### src/rtl/traceback_reader.sv
// rtl/traceback_reader.sv - Needleman-Wunsch score-matrix traceback walker
module traceback_reader #(
    parameter int N           = 128,
    parameter int BitAddr     = $clog2(N + 1),
    parameter int addr_lenght = $clog2(((N + 1) * (N + 1)) - 1),
    parameter int MATCH       = 1,
    parameter int MISMATCH    = -1,
    parameter int GAP         = -2
) (
    input  logic                    clk,
    input  logic                    rst,
    input  logic                    start,
    output logic                    busy,
    output logic                    done,
    output logic                    err,
    output logic                    ram_en,
    output logic [addr_lenght:0]    ram_addr,
    input  logic signed [8:0]       ram_dout,
    output logic [BitAddr:0]        addr_a,
    output logic [BitAddr:0]        addr_b,
    input  logic [1:0]              char_a,
    input  logic [1:0]              char_b,
    output logic                    out_valid,
    input  logic                    out_ready,
    output logic [1:0]              out_dir,
    output logic [BitAddr:0]        out_i,
    output logic [BitAddr:0]        out_j
);

    localparam int IW = BitAddr + 1;
    localparam int AW = addr_lenght + 1;

    localparam logic [1:0] DIR_DIAG = 2'b01;
    localparam logic [1:0] DIR_UP   = 2'b10;
    localparam logic [1:0] DIR_LEFT = 2'b11;

    localparam logic signed [9:0] MATCH_S    = 10'(MATCH);
    localparam logic signed [9:0] MISMATCH_S = 10'(MISMATCH);
    localparam logic signed [9:0] GAP_S      = 10'(GAP);

    typedef enum logic [3:0] {
        ST_IDLE,
        ST_RD_CUR,
        ST_RD_DIAG,
        ST_RD_UP,
        ST_RD_LEFT,
        ST_WAIT,
        ST_DECIDE,
        ST_BORDER,
        ST_EMIT,
        ST_DONE
    } state_t;

    state_t state;
    state_t state_next;

    logic [IW-1:0]     i;
    logic [IW-1:0]     j;
    logic [IW-1:0]     ni;
    logic [IW-1:0]     nj;
    logic [IW-1:0]     rd_i;
    logic [IW-1:0]     rd_j;
    logic signed [8:0] cur_r;
    logic signed [8:0] diag_r;
    logic signed [8:0] up_r;
    logic signed [8:0] left_r;
    logic              same_r;
    logic [1:0]        dir_r;
    logic [1:0]        dec_dir;
    logic              dec_err;

    logic signed [9:0] cur_x;
    logic signed [9:0] diag_x;
    logic signed [9:0] up_x;
    logic signed [9:0] left_x;
    logic signed [9:0] sub_x;

    assign cur_x  = {cur_r[8], cur_r};
    assign diag_x = {diag_r[8], diag_r};
    assign up_x   = {up_r[8], up_r};
    assign left_x = {left_r[8], left_r};
    assign sub_x  = same_r ? MATCH_S : MISMATCH_S;

    // Predecessor choice: diag, then up, then left; nothing matching falls back to left with an error
    always_comb begin
        dec_dir = DIR_LEFT;
        dec_err = 1'b1;
        if (cur_x == diag_x + sub_x) begin
            dec_dir = DIR_DIAG;
            dec_err = 1'b0;
        end else if (cur_x == up_x + GAP_S) begin
            dec_dir = DIR_UP;
            dec_err = 1'b0;
        end else if (cur_x == left_x + GAP_S) begin
            dec_dir = DIR_LEFT;
            dec_err = 1'b0;
        end
    end

    // Cell reached after the current step is accepted
    always_comb begin
        ni = i;
        nj = j;
        case (dir_r)
            DIR_DIAG: begin
                ni = i - IW'(1);
                nj = j - IW'(1);
            end
            DIR_UP:   ni = i - IW'(1);
            default:  nj = j - IW'(1);
        endcase
    end

    // State register
    always_ff @(posedge clk) begin
        if (!rst) begin
            state <= ST_IDLE;
        end else begin
            state <= state_next;
        end
    end

    // Next-state logic and per-state read/stream outputs
    always_comb begin
        state_next = state;
        ram_en     = 1'b0;
        rd_i       = '0;
        rd_j       = '0;
        addr_a     = '0;
        addr_b     = '0;
        out_valid  = 1'b0;
        out_dir    = 2'b00;
        out_i      = '0;
        out_j      = '0;
        busy       = (state != ST_IDLE);
        done       = (state == ST_DONE);
        case (state)
            ST_IDLE: begin
                if (start) begin
                    state_next = (N == 0) ? ST_DONE : ST_RD_CUR;
                end
            end
            ST_RD_CUR: begin
                ram_en     = 1'b1;
                rd_i       = i;
                rd_j       = j;
                addr_a     = i - IW'(1);
                addr_b     = j - IW'(1);
                state_next = ST_RD_DIAG;
            end
            ST_RD_DIAG: begin
                ram_en     = 1'b1;
                rd_i       = i - IW'(1);
                rd_j       = j - IW'(1);
                state_next = ST_RD_UP;
            end
            ST_RD_UP: begin
                ram_en     = 1'b1;
                rd_i       = i - IW'(1);
                rd_j       = j;
                state_next = ST_RD_LEFT;
            end
            ST_RD_LEFT: begin
                ram_en     = 1'b1;
                rd_i       = i;
                rd_j       = j - IW'(1);
                state_next = ST_WAIT;
            end
            ST_WAIT:   state_next = ST_DECIDE;
            ST_DECIDE: state_next = ST_EMIT;
            ST_BORDER: state_next = ST_EMIT;
            ST_EMIT: begin
                out_valid = 1'b1;
                out_dir   = dir_r;
                out_i     = i;
                out_j     = j;
                if (out_ready) begin
                    if ((ni == '0) && (nj == '0)) begin
                        state_next = ST_DONE;
                    end else if ((ni == '0) || (nj == '0)) begin
                        state_next = ST_BORDER;
                    end else begin
                        state_next = ST_RD_CUR;
                    end
                end
            end
            ST_DONE:  state_next = ST_IDLE;
            default:  state_next = ST_IDLE;
        endcase
    end

    assign ram_addr = AW'(32'(rd_i) * 32'(N + 1) + 32'(rd_j));

    // Datapath: cell indices, captured read data, chosen direction and sticky error
    always_ff @(posedge clk) begin
        if (!rst) begin
            i      <= '0;
            j      <= '0;
            cur_r  <= '0;
            diag_r <= '0;
            up_r   <= '0;
            left_r <= '0;
            same_r <= 1'b0;
            dir_r  <= 2'b00;
            err    <= 1'b0;
        end else begin
            case (state)
                ST_IDLE: begin
                    if (start) begin
                        i   <= IW'(N);
                        j   <= IW'(N);
                        err <= 1'b0;
                    end
                end
                ST_RD_DIAG: begin
                    cur_r  <= ram_dout;
                    same_r <= (char_a == char_b);
                end
                ST_RD_UP:   diag_r <= ram_dout;
                ST_RD_LEFT: up_r   <= ram_dout;
                ST_WAIT:    left_r <= ram_dout;
                ST_DECIDE: begin
                    dir_r <= dec_dir;
                    if (dec_err) begin
                        err <= 1'b1;
                    end
                end
                ST_BORDER: dir_r <= (i == '0) ? DIR_LEFT : DIR_UP;
                ST_EMIT: begin
                    if (out_ready) begin
                        i <= ni;
                        j <= nj;
                    end
                end
                default: ;
            endcase
        end
    end

endmodule

### config.mk
export PLATFORM = sky130hd
export DESIGN_NAME = traceback_reader
export DESIGN_NICKNAME = d
export VERILOG_FILES = /design/src/rtl/traceback_reader.sv
export SDC_FILE = /design/constraint.sdc
export NUM_CORES = 1
export LEC_CHECK = 0
export ABC_AREA = 0
export CAP_MARGIN = 5
export CORE_AREA = 2 2 112 114
export CTS_BUF_LIST = sky130_fd_sc_hd__clkbuf_4 sky130_fd_sc_hd__clkbuf_8
export CTS_CLUSTER_DIAMETER = 80
export DETAILED_ROUTE_END_ITERATION = 6
export DIE_AREA = 0 0 114 116
export PLACE_DENSITY = 0.67
export SYNTH_ARGS = -nofsm -noshare
export SYNTH_HDL_FRONTEND = slang
export SYNTH_SLANG_ARGS = --single-unit
export TNS_END_PERCENT = 20
### constraint.sdc
create_clock -name clk -period 13.3 [get_ports clk]
set_clock_uncertainty 0.15 [all_clocks]
set_input_delay 2.66 -clock clk [delete_from_list [all_inputs] [get_ports clk]]
set_output_delay 2.66 -clock clk [all_outputs]
set_load 0.02 [all_outputs]
==> flow_results.org, run 1 <==
** Outcome
- Outcome :: complete, no violations

** STA
- The number of pins exceeding their max-slew limit in the final report came to 0.
- Setup total negative slack on the finished layout was measured at 0 ns.
- Final worst-path setup slack :: about 4.4 ns
- Setup repair after global routing left no endpoint under its margin.
- Of the available clock period, the critical path in the final layout requires between 60% and 70%.
- Derived from the worst setup path, the maximum achievable clock frequency is 112 MHz.
- In this run the tightest slew margin relative to its limit is 19.7%.
- For the pin with the worst max-slew slack, the measured transition is 1.20 ns.
- Clock period minus final worst setup slack :: 8.93 ns
- Final number of setup-violating endpoints :: 0
- The hold violation count in the final report is 0.

** Synthesis
- The most used flip-flop cell after synthesis is sky130_fd_sc_hd__dfxtp_1.
- Share of synthesized registers carrying an async set or reset :: 0%
- Netlist area before placement :: between 5000 and 6000 um2
- Synthesis inferred 62 register bits.
- Mapped Cells :: ~740
- Mean Syn Cell Area :: 7.18 um2
- Post-synth EDFFs :: 0
- Part of the Yosys area used for sequential elements :: 23.4%
- Synthesis produced a netlist with a net count of 809.
- The number of different library cells used by synthesis comes to 58.
- Count of synthesis-stage warnings from yosys :: 0

** Clocking
- TritonCTS built the clock tree.
- Hold-fix buffers, CTS :: 0
- The later pin in the worst-skew pair is clocked with a latency of between 0.3 and 0.4 ns.
- Post-CTS Setup Repair Bufs :: 0
- After clock tree synthesis, the repair step resized 0 gates.
- Clock-pin slew was measured on the worst setup and hold paths at 0.08 ns.
- The clock tree synthesis step divided the H-tree into 3 levels.
- TritonCTS created 9 clock buffers.
- Clock sink count :: 62
- Buffer depth of the longest clock path :: 2
- Root Buffer :: sky130_fd_sc_hd__clkbuf_8

** Setup path
- Setup slack on the worst reg-to-reg path comes out at 10.32 ns.
- By startpoint and endpoint, the worst setup path is classified as flip-flop to primary output.
- Kind of launch point of the worst setup path :: flip-flop
- The startpoint identified for the worst register-to-register timing path is i[0]$_SDFFE_PN0P_.
- Reg-to-reg endpoint :: state[2]$_SDFFE_PN0P_
- Worst Path Arrival :: 6.12 ns
- On the critical path, the stage with the largest delay is an instance of sky130_fd_sc_hd__nor2_1.
- STA puts the critical path data required time at 10.49 ns.
- Crit path cell chain :: or3b_1 -> nor2_1 -> nor2_1 -> o21ai_0 -> ha_1 -> ha_1 -> ha_1 -> fa_1 -> ha_1 -> o21ai_0 -> a21oi_1 -> o31a_1 -> o21ai_0 -> xnor2_1 -> clkdlybuf4s50_1
- The worst setup path is captured at a primary output.
- Along the worst path, the maximum fanout reaches 15.
- In this design, the stage delay of the slowest critical-path cell is 0.67 ns.
- The worst register-to-register path has a depth of 10.
- Most numerous cell on the critical path :: sky130_fd_sc_hd__ha_1

** Die
- Once the floorplan was initialized, standard cells occupied roughly 44% of the core.
- The die is 114 um wide.
- Chip height :: 116 um
- Core area :: 11,900 um2
- Io pins :: 76
- The die covers between 10,000 and 15,000 um2.
- Number of placement rows :: 40

** Detailed routing
- Once detail routing completed, the nets flagged for antenna violations numbered 0.
- After the first detailed-routing iteration, the DRC count stood at 340.
- Across all layers, the routed design uses 5,369 vias.
- In the routed layout, each cell is associated on average with a via count of 5.75.
- After detailed routing, the average wire length per cell comes to 16.2 um.
- For this run, the detailed router's first-pass iteration total came to 5.
- After detailed routing, the total wire length is 15,100 um.
- DR DRC count :: 0

** Power and ir drop
- The worst-case IR drop observed on VDD is 0.0463 mV.
- Summed over all cells, the static leakage comes to between 0.002 and 0.0025 uW.
- In this run the power density over the cells is around 75 nW/um2.

** Final layout
- Summing all multi-input logic gate instances after layout gives roughly 3700 um2.
- Final #Nets :: 853
- The library cell used most frequently in the layout, excluding fill and tap cells, is sky130_fd_sc_hd__nand2_1.
- Total of fill cells in the finished design :: 1,171
- Registers take 1240 um2.
- The top cell types in the final layout, fill and taps aside, are sky130_fd_sc_hd__nand2_1, sky130_fd_sc_hd__nor2_1, sky130_fd_sc_hd__clkdlybuf4s50_1, sky130_fd_sc_hd__a21oi_1, sky130_fd_sc_hd__dfxtp_1.
- Layout cell share with drive strength beyond 1 :: under 10%
- 0 antenna diodes ended up in the layout.
- Area Growth Syn to Fin :: 18.0%

** Min path
- Sink of the worst hold path :: diag_r[2]$_SDFFE_PN0P_
- Worst Hold Path Cells :: 2
- The worst hold path begins at diag_r[2]$_SDFFE_PN0P_.
- Worst Hold Class :: flip-flop to flip-flop

** Run
- The tool flagged a number of max-cap violations equal to 0.

** Placement
- Prior to clock tree synthesis, the placed netlist has a worst setup slack of 4.78 ns.
- # port buffers :: 75
- HPWL after DPL :: around 11,000 um
- Placer congestion estimate :: 0.911

** GRT
- The first global-routing pass estimated 24,700 um of wire.
- Number of antenna violations at the first check in global routing :: 0
- Remaining Overflow, GRT :: 0
- Maximum number of pins on one net before global-route repair :: 56
- Global routing consumed, over all layers together, 23.3% of the routing resources.
- Via count of the first global-routing pass :: roughly 5,000
-- area by class of cell --
| type | instances | share of cell area (%) |
|---|---|---|
| multi-input combinational | 597 | 59.9 |
| sequential | 62 | 19.8 |
| timing repair buffer | 77 | 12.2 |
| tap | 147 | 2.94 |
| clock buffer | 10 | 2.20 |
| inverter | 35 | 2.10 |
| clock inverter | 6 | 0.740 |
-- flip-flops by register name (all words and copies together), names as in the netlist --
signal  cells
cur_r       9
diag_r      9
dir_r       2
err         1
i           9
j           9
left_r      9
same_r      1
state       4
up_r        9
-- worst max path at each step --
stage                                startpoint      endpoint  slack [ns]  depth (start not counted)
after floorplan               j[0]$_SDFFE_PN0P_  ram_addr[14]        6.08                         18
after global placement    state[1]$_SDFFE_PN0P_  ram_addr[15]        4.98                         15
after detailed placement  state[1]$_SDFFE_PN0P_  ram_addr[13]        4.78                         15
after CTS                 state[1]$_SDFFE_PN0P_  ram_addr[13]        4.38                         15
after global routing      state[1]$_SDFFE_PN0P_  ram_addr[13]        3.98                         20
final                     state[1]$_SDFFE_PN0P_  ram_addr[15]        4.37                         15
-- report_power, final --
part / switching [uW] / internal [uW]
sequential: 6.19 / 188
combinational: 70.6 / 52.9
clock: 80.2 / 73.5
total: 157 / 315
-- cell families after synthesis --
kind of cell               count (synthesis)  synth area share (%)
AOI/OAI and AO/OA                        191                  21.5
xor gates and xnor gates                  58                  9.59
adders and majority gates                 54                  13.3
buffers and inverters                     79                  5.95
DFF                                       62                  23.4
muxes                                      6                  1.16
and+or+nand+nor                          288                  25.1
-- critical path: cells and delay by family (launching register included) --
family	cells	cell delay, ns
adders and majority gates	5	1.74
and+or+nand+nor	3	1.69
AOI/OAI and AO/OA	5	1.09
buffers and inverters	1	0.62
DFF	1	0.49
xor gates and xnor gates	1	0.14
-- cells in the mapped netlist, types with 3 or more instances --
cell	number	share of area (%)
sky130_fd_sc_hd__a211oi_1	4	0.57
sky130_fd_sc_hd__a21o_1	5	0.71
sky130_fd_sc_hd__a21oi_1	71	6.7
sky130_fd_sc_hd__a22oi_1	13	1.8
sky130_fd_sc_hd__a31oi_1	7	0.83
sky130_fd_sc_hd__and2_1	17	2.0
sky130_fd_sc_hd__and3_1	4	0.47
sky130_fd_sc_hd__and3b_1	3	0.50
sky130_fd_sc_hd__buf_1	3	0.21
sky130_fd_sc_hd__buf_2	9	0.85
sky130_fd_sc_hd__clkbuf_1	31	2.2
sky130_fd_sc_hd__dfxtp_1	62	23
sky130_fd_sc_hd__fa_1	4	1.5
sky130_fd_sc_hd__ha_1	50	12
sky130_fd_sc_hd__inv_1	33	2.3
sky130_fd_sc_hd__mux2i_1	5	0.94
sky130_fd_sc_hd__nand2_1	113	8.0
sky130_fd_sc_hd__nand2b_1	6	0.71
sky130_fd_sc_hd__nand3_1	14	1.3
sky130_fd_sc_hd__nor2_1	83	5.9
sky130_fd_sc_hd__nor2b_1	6	0.71
sky130_fd_sc_hd__nor3_1	17	1.6
sky130_fd_sc_hd__nor4_1	5	0.59
sky130_fd_sc_hd__o21a_1	4	0.57
sky130_fd_sc_hd__o21ai_0	50	4.7
sky130_fd_sc_hd__o22ai_1	5	0.59
sky130_fd_sc_hd__o31a_1	3	0.50
sky130_fd_sc_hd__o31ai_1	13	1.8
sky130_fd_sc_hd__or3_1	4	0.47
sky130_fd_sc_hd__or4_1	3	0.42
sky130_fd_sc_hd__xnor2_1	42	6.9
sky130_fd_sc_hd__xor2_1	16	2.6
-- routing by layer --
metal,share of wire (%),vias to the layer above,GRT usage [%]
met5,0,-,0
met4,1.2,0,6.26
met3,6.0,16,3.66
met2,46,185,38.1
met1,46,2527,32.1
li1,-,2641,-
-- per-stage QoR --
stage	cell area, um2	total power [uW]	util (%)	hold WS, ns	cells
after floorplan	5300	274	-	0.282	738
after global placement	6070	319	51.0	0.297	918
after detailed placement	6070	322	51.0	0.305	918
after CTS	6250	475	52.5	0.316	934
after global routing	6250	495	52.5	0.340	934
final	6250	472	52.5	0.315	934
(Power assumes the default switching activity.)
==> inputs of run 2 (changes only) <==
- PLACE_DENSITY: 0.67 -> 0.7
- clock period: 13.3 -> 7.6 ns (I/O delays scaled with it)
==> flow_results.org, run 2 (synthesis gave the netlist of run 1 again) <==
** Final layout
- Final standard cell utilization of the core :: 53.1% (+0.59 points)
- The share of layout cells above drive strength 1 came to 4.55% (+0.99 points).
- Inserted Diodes :: 0 (unchanged)
- In the layout the commonest cells are sky130_fd_sc_hd__nand2_1, sky130_fd_sc_hd__nor2_1, sky130_fd_sc_hd__clkdlybuf4s50_1, sky130_fd_sc_hd__a21oi_1, sky130_fd_sc_hd__dfxtp_1.
- Leaving out fill and tap cells, the most frequent cell in the layout is sky130_fd_sc_hd__nand2_1.
- Compared with the post-synthesis result, the final layout area differs by 19.3%.
- The filler cell count in the final layout came to 1,120 (-4.4%).
- The number of nets in the final layout was 857 (+0.47%).
- The area of all placed cells without fillers is 6320 um2 (+1.1%).

** Power and ir drop
- Total power divided by cell area :: 136 nW/um2 (+81%)
- Power share of the sequential group :: 39.5% (-1.7 points)
- Static power due to leakage :: 0.00253 uW (+1.4%)
- The net switching power of the design was 276 uW (+75%).
- Switch share :: 32.0% (-1.3 points)
- Combinational Power Share :: 25.3% (-0.9 points)
- The maximum ir drop on the vdd rail is 0.0952 mV (+110%).
- The internal power consumption was 587 uW (+86%).
- Final Power :: 862 uW (+83%)
- Portion of total power attributed to the clock network :: 35.2% (+2.6 points)

** Detailed routing
- The post-detailed-routing wire length came to 14,800 um (-2.3%).
- The total via count after detailed routing is 5,313 (-1.0%).
- DR DRC count :: 0 (unchanged)
- The residual antenna-violating net count after detailed routing is 0 (unchanged).
- The routed length per placed instance was 15.7 um (-2.7%).
- The initial detailed-routing violation count is 334 (-1.8%).
- The number of search-and-repair iterations in the first detailed-routing pass is 5 (unchanged).
- Vias per cell :: 5.66 (-1.5%)

** Min path
- Worst Hold Path Cells :: 2 (unchanged)
- Sink of the worst hold path :: diag_r[5]$_SDFFE_PN0P_
- Worst Hold Class :: flip-flop to flip-flop
- Hold path startpoint :: diag_r[5]$_SDFFE_PN0P_

** Setup path
- The count of buffer and inverter cells on the critical path was 2 (+1).
- FF-to-FF Start :: same_r$_SDFFE_PN0P_
- The worst setup slack for register-to-register paths came to 4.69 ns (-5.63 ns).
- Kind of launch point of the worst setup path :: flip-flop
- Most numerous cell on the critical path :: sky130_fd_sc_hd__ha_1
- The largest driver fanout on the critical path was 6 (-9).
- Crit path cell chain :: inv_1 -> ha_2 -> nand2_1 -> or3_1 -> nor3_2 -> xnor2_1 -> o21ai_0 -> ha_1 -> ha_1 -> ha_1 -> fa_1 -> ha_1 -> o21ai_0 -> a21oi_1 -> o31a_1 -> o21ai_0 -> xnor2_1 -> clkdlybuf4s50_1
- The slowest stage of the critical path is the sky130_fd_sc_hd__clkdlybuf4s50_1 cell.
- The required time at the endpoint of the critical path was 5.93 ns (-4.56 ns).
- Path type of the worst setup path :: flip-flop to primary output
- The worst setup path is captured at a primary output.
- The delay of the slowest cell on the worst path is 0.63 ns (-0.04 ns).
- Reg-to-reg endpoint :: err$_SDFFE_PN0P_
- The worst reg2reg path depth is 9 (-1).
- Grouping stages by cell kind, the critical path spends the most delay in adder cells.
- Worst Path Arrival :: 5.56 ns (-0.56 ns)

** Die
- X dimension of the die :: 114 um (unchanged)
- Chip height :: 116 um (unchanged)
- Io pins :: 76 (unchanged)
- Initial cell density of the core :: 44.5% (unchanged)
- The number of placement rows came to 40 (unchanged).
- Die area :: 13,200 um2 (unchanged)
- Core area :: 11,900 um2 (unchanged)

** STA
- Setup_tns :: 0 ns (unchanged)
- Of the available clock period, the critical path in the final layout requires between 90% and 100%.
- Setup repair after global routing left no endpoint under its margin.
- The actual slew at the worst max-slew pin came to 0.928 ns (-0.267 ns).
- Based on the critical path, the design can be clocked at up to 138 MHz.
- The max-slew headroom at the worst pin was 38.0% (+18 points).
- Final number of setup-violating endpoints :: 0 (unchanged)
- The number of pins exceeding their max-slew limit in the final report came to 0 (unchanged).
- Final hold violation count :: 0 (unchanged)
- Clock period minus final worst setup slack :: 7.23 ns

** GRT
- The maximum number of pins on one net before global-route repair was 56 (unchanged).
- The total global routing overflow came to 0 (unchanged).
- The via count of the first global-routing pass is 4,855 (-2.5%).
- The number of antenna violations at the first check in global routing came to 0 (unchanged).
- Global Route Usage Sum :: 22.2% (-1.1 points)
- The global-route wire length before repair is 23,700 um (-4.1%).

** Clocking
- The number of H-tree branching levels came to 3 (unchanged).
- The clock transition time at the flip-flop clock pins of the worst setup and hold paths is 0.08 ns (about the same).
- The number of CTS-inserted buffers is 9 (unchanged).
- CTS placed an instance of sky130_fd_sc_hd__clkbuf_8 at the clock tree root.
- Hold-fix buffers, CTS :: 0 (unchanged)
- Clock network latency to the later pin of the worst-skew pair :: 0.36 ns (+0.02 ns)
- TritonCTS clock tree :: yes
- Clock sink count :: 62 (unchanged)
- Buffer depth of the longest clock path :: 2 (unchanged)

** Placement
- The number of port buffers was 75 (unchanged).
- The global placer's final weighted congestion came to 0.899 (-1.3%).
- The half-perimeter wire length after detailed placement is 11,000 um (-3.7%).
- The placed cell area came to 6100 um2 (+0.49%).

** Outcome
- The run finished with clean final reports.

** Run
- Max-cap violations :: 0 (unchanged)
## run 2: per-layer routing
layer	share of wire (%)	GRT usage, %
met2	46	35.3
met4	1.7	7.72
met1	47	30.7
met5	0	0
met3	5.5	3.45
## run 2: per-stage QoR
stage	cells	hold WS, ns	worst slack, ns
after CTS	938	0.318	0.274
final	938	0.315	0.366
after floorplan	738	0.282	1.52
after detailed placement	922	0.306	0.669
after global routing	938	0.342	0.0213
after global placement	922	0.301	0.774
## run 2: worst max path at each step
stage	cells after the start	slack [ns]	from	end
CTS	16	0.27	i[0]$_SDFFE_PN0P_	ram_addr[13]
global route	24	0.02	state[3]$_SDFFE_PN0P_	ram_addr[13]
finish	18	0.37	j[0]$_SDFFE_PN0P_	ram_addr[13]
global placement	16	0.77	i[0]$_SDFFE_PN0P_	ram_addr[15]
detailed placement	16	0.67	i[0]$_SDFFE_PN0P_	ram_addr[13]
floorplan	18	1.52	j[0]$_SDFFE_PN0P_	ram_addr[14]
## run 2: worst reg2reg max path: stages (launching register included)
cell and delay [ns]:
sky130_fd_sc_hd__dfxtp_1 0.39, sky130_fd_sc_hd__inv_1 0.19, sky130_fd_sc_hd__ha_1 0.40, sky130_fd_sc_hd__a21oi_1 0.22, sky130_fd_sc_hd__nand2_1 0.13, sky130_fd_sc_hd__o21ai_0 0.18, sky130_fd_sc_hd__a32oi_1 0.12, sky130_fd_sc_hd__or4_1 0.54
sky130_fd_sc_hd__a31oi_1 0.31, sky130_fd_sc_hd__o41ai_1 0.13
## run 2: what timing repair did
| item | CTS | global route |
|---|---|---|
| setup endpoints to repair | 0 | 4 |
| resized for setup | 0 | 4 |
| setup buffers | 0 | 0 |
## run 2: power groups by stage
stage | Combinational [uW] | Clock [uW] | Sequential (uW)
final | 218 | 303 | 341
after global routing | 239 | 320 | 342
after CTS | 218 | 308 | 340
after detailed placement | 216 | 0 | 348
after global placement | 213 | 0 | 347
after floorplan | 139 | 0 | 341
## run 2: layout make-up
type	count	area [um2]	share of cell area, %
multi-input cells	597	3760	59.5
flip-flops and latches	62	1240	19.6
repair buffers	81	796	12.6
well taps	147	184	2.91
clock buffers	10	138	2.18
inverters	35	131	2.08
clock inverters	6	71.3	1.13
==> inputs of run 3 (changes only) <==
- CAP_MARGIN: 5 -> 20
==> results of run 3 <==
Same layout as run 2: the final DEF is identical, and so are final timing and power.
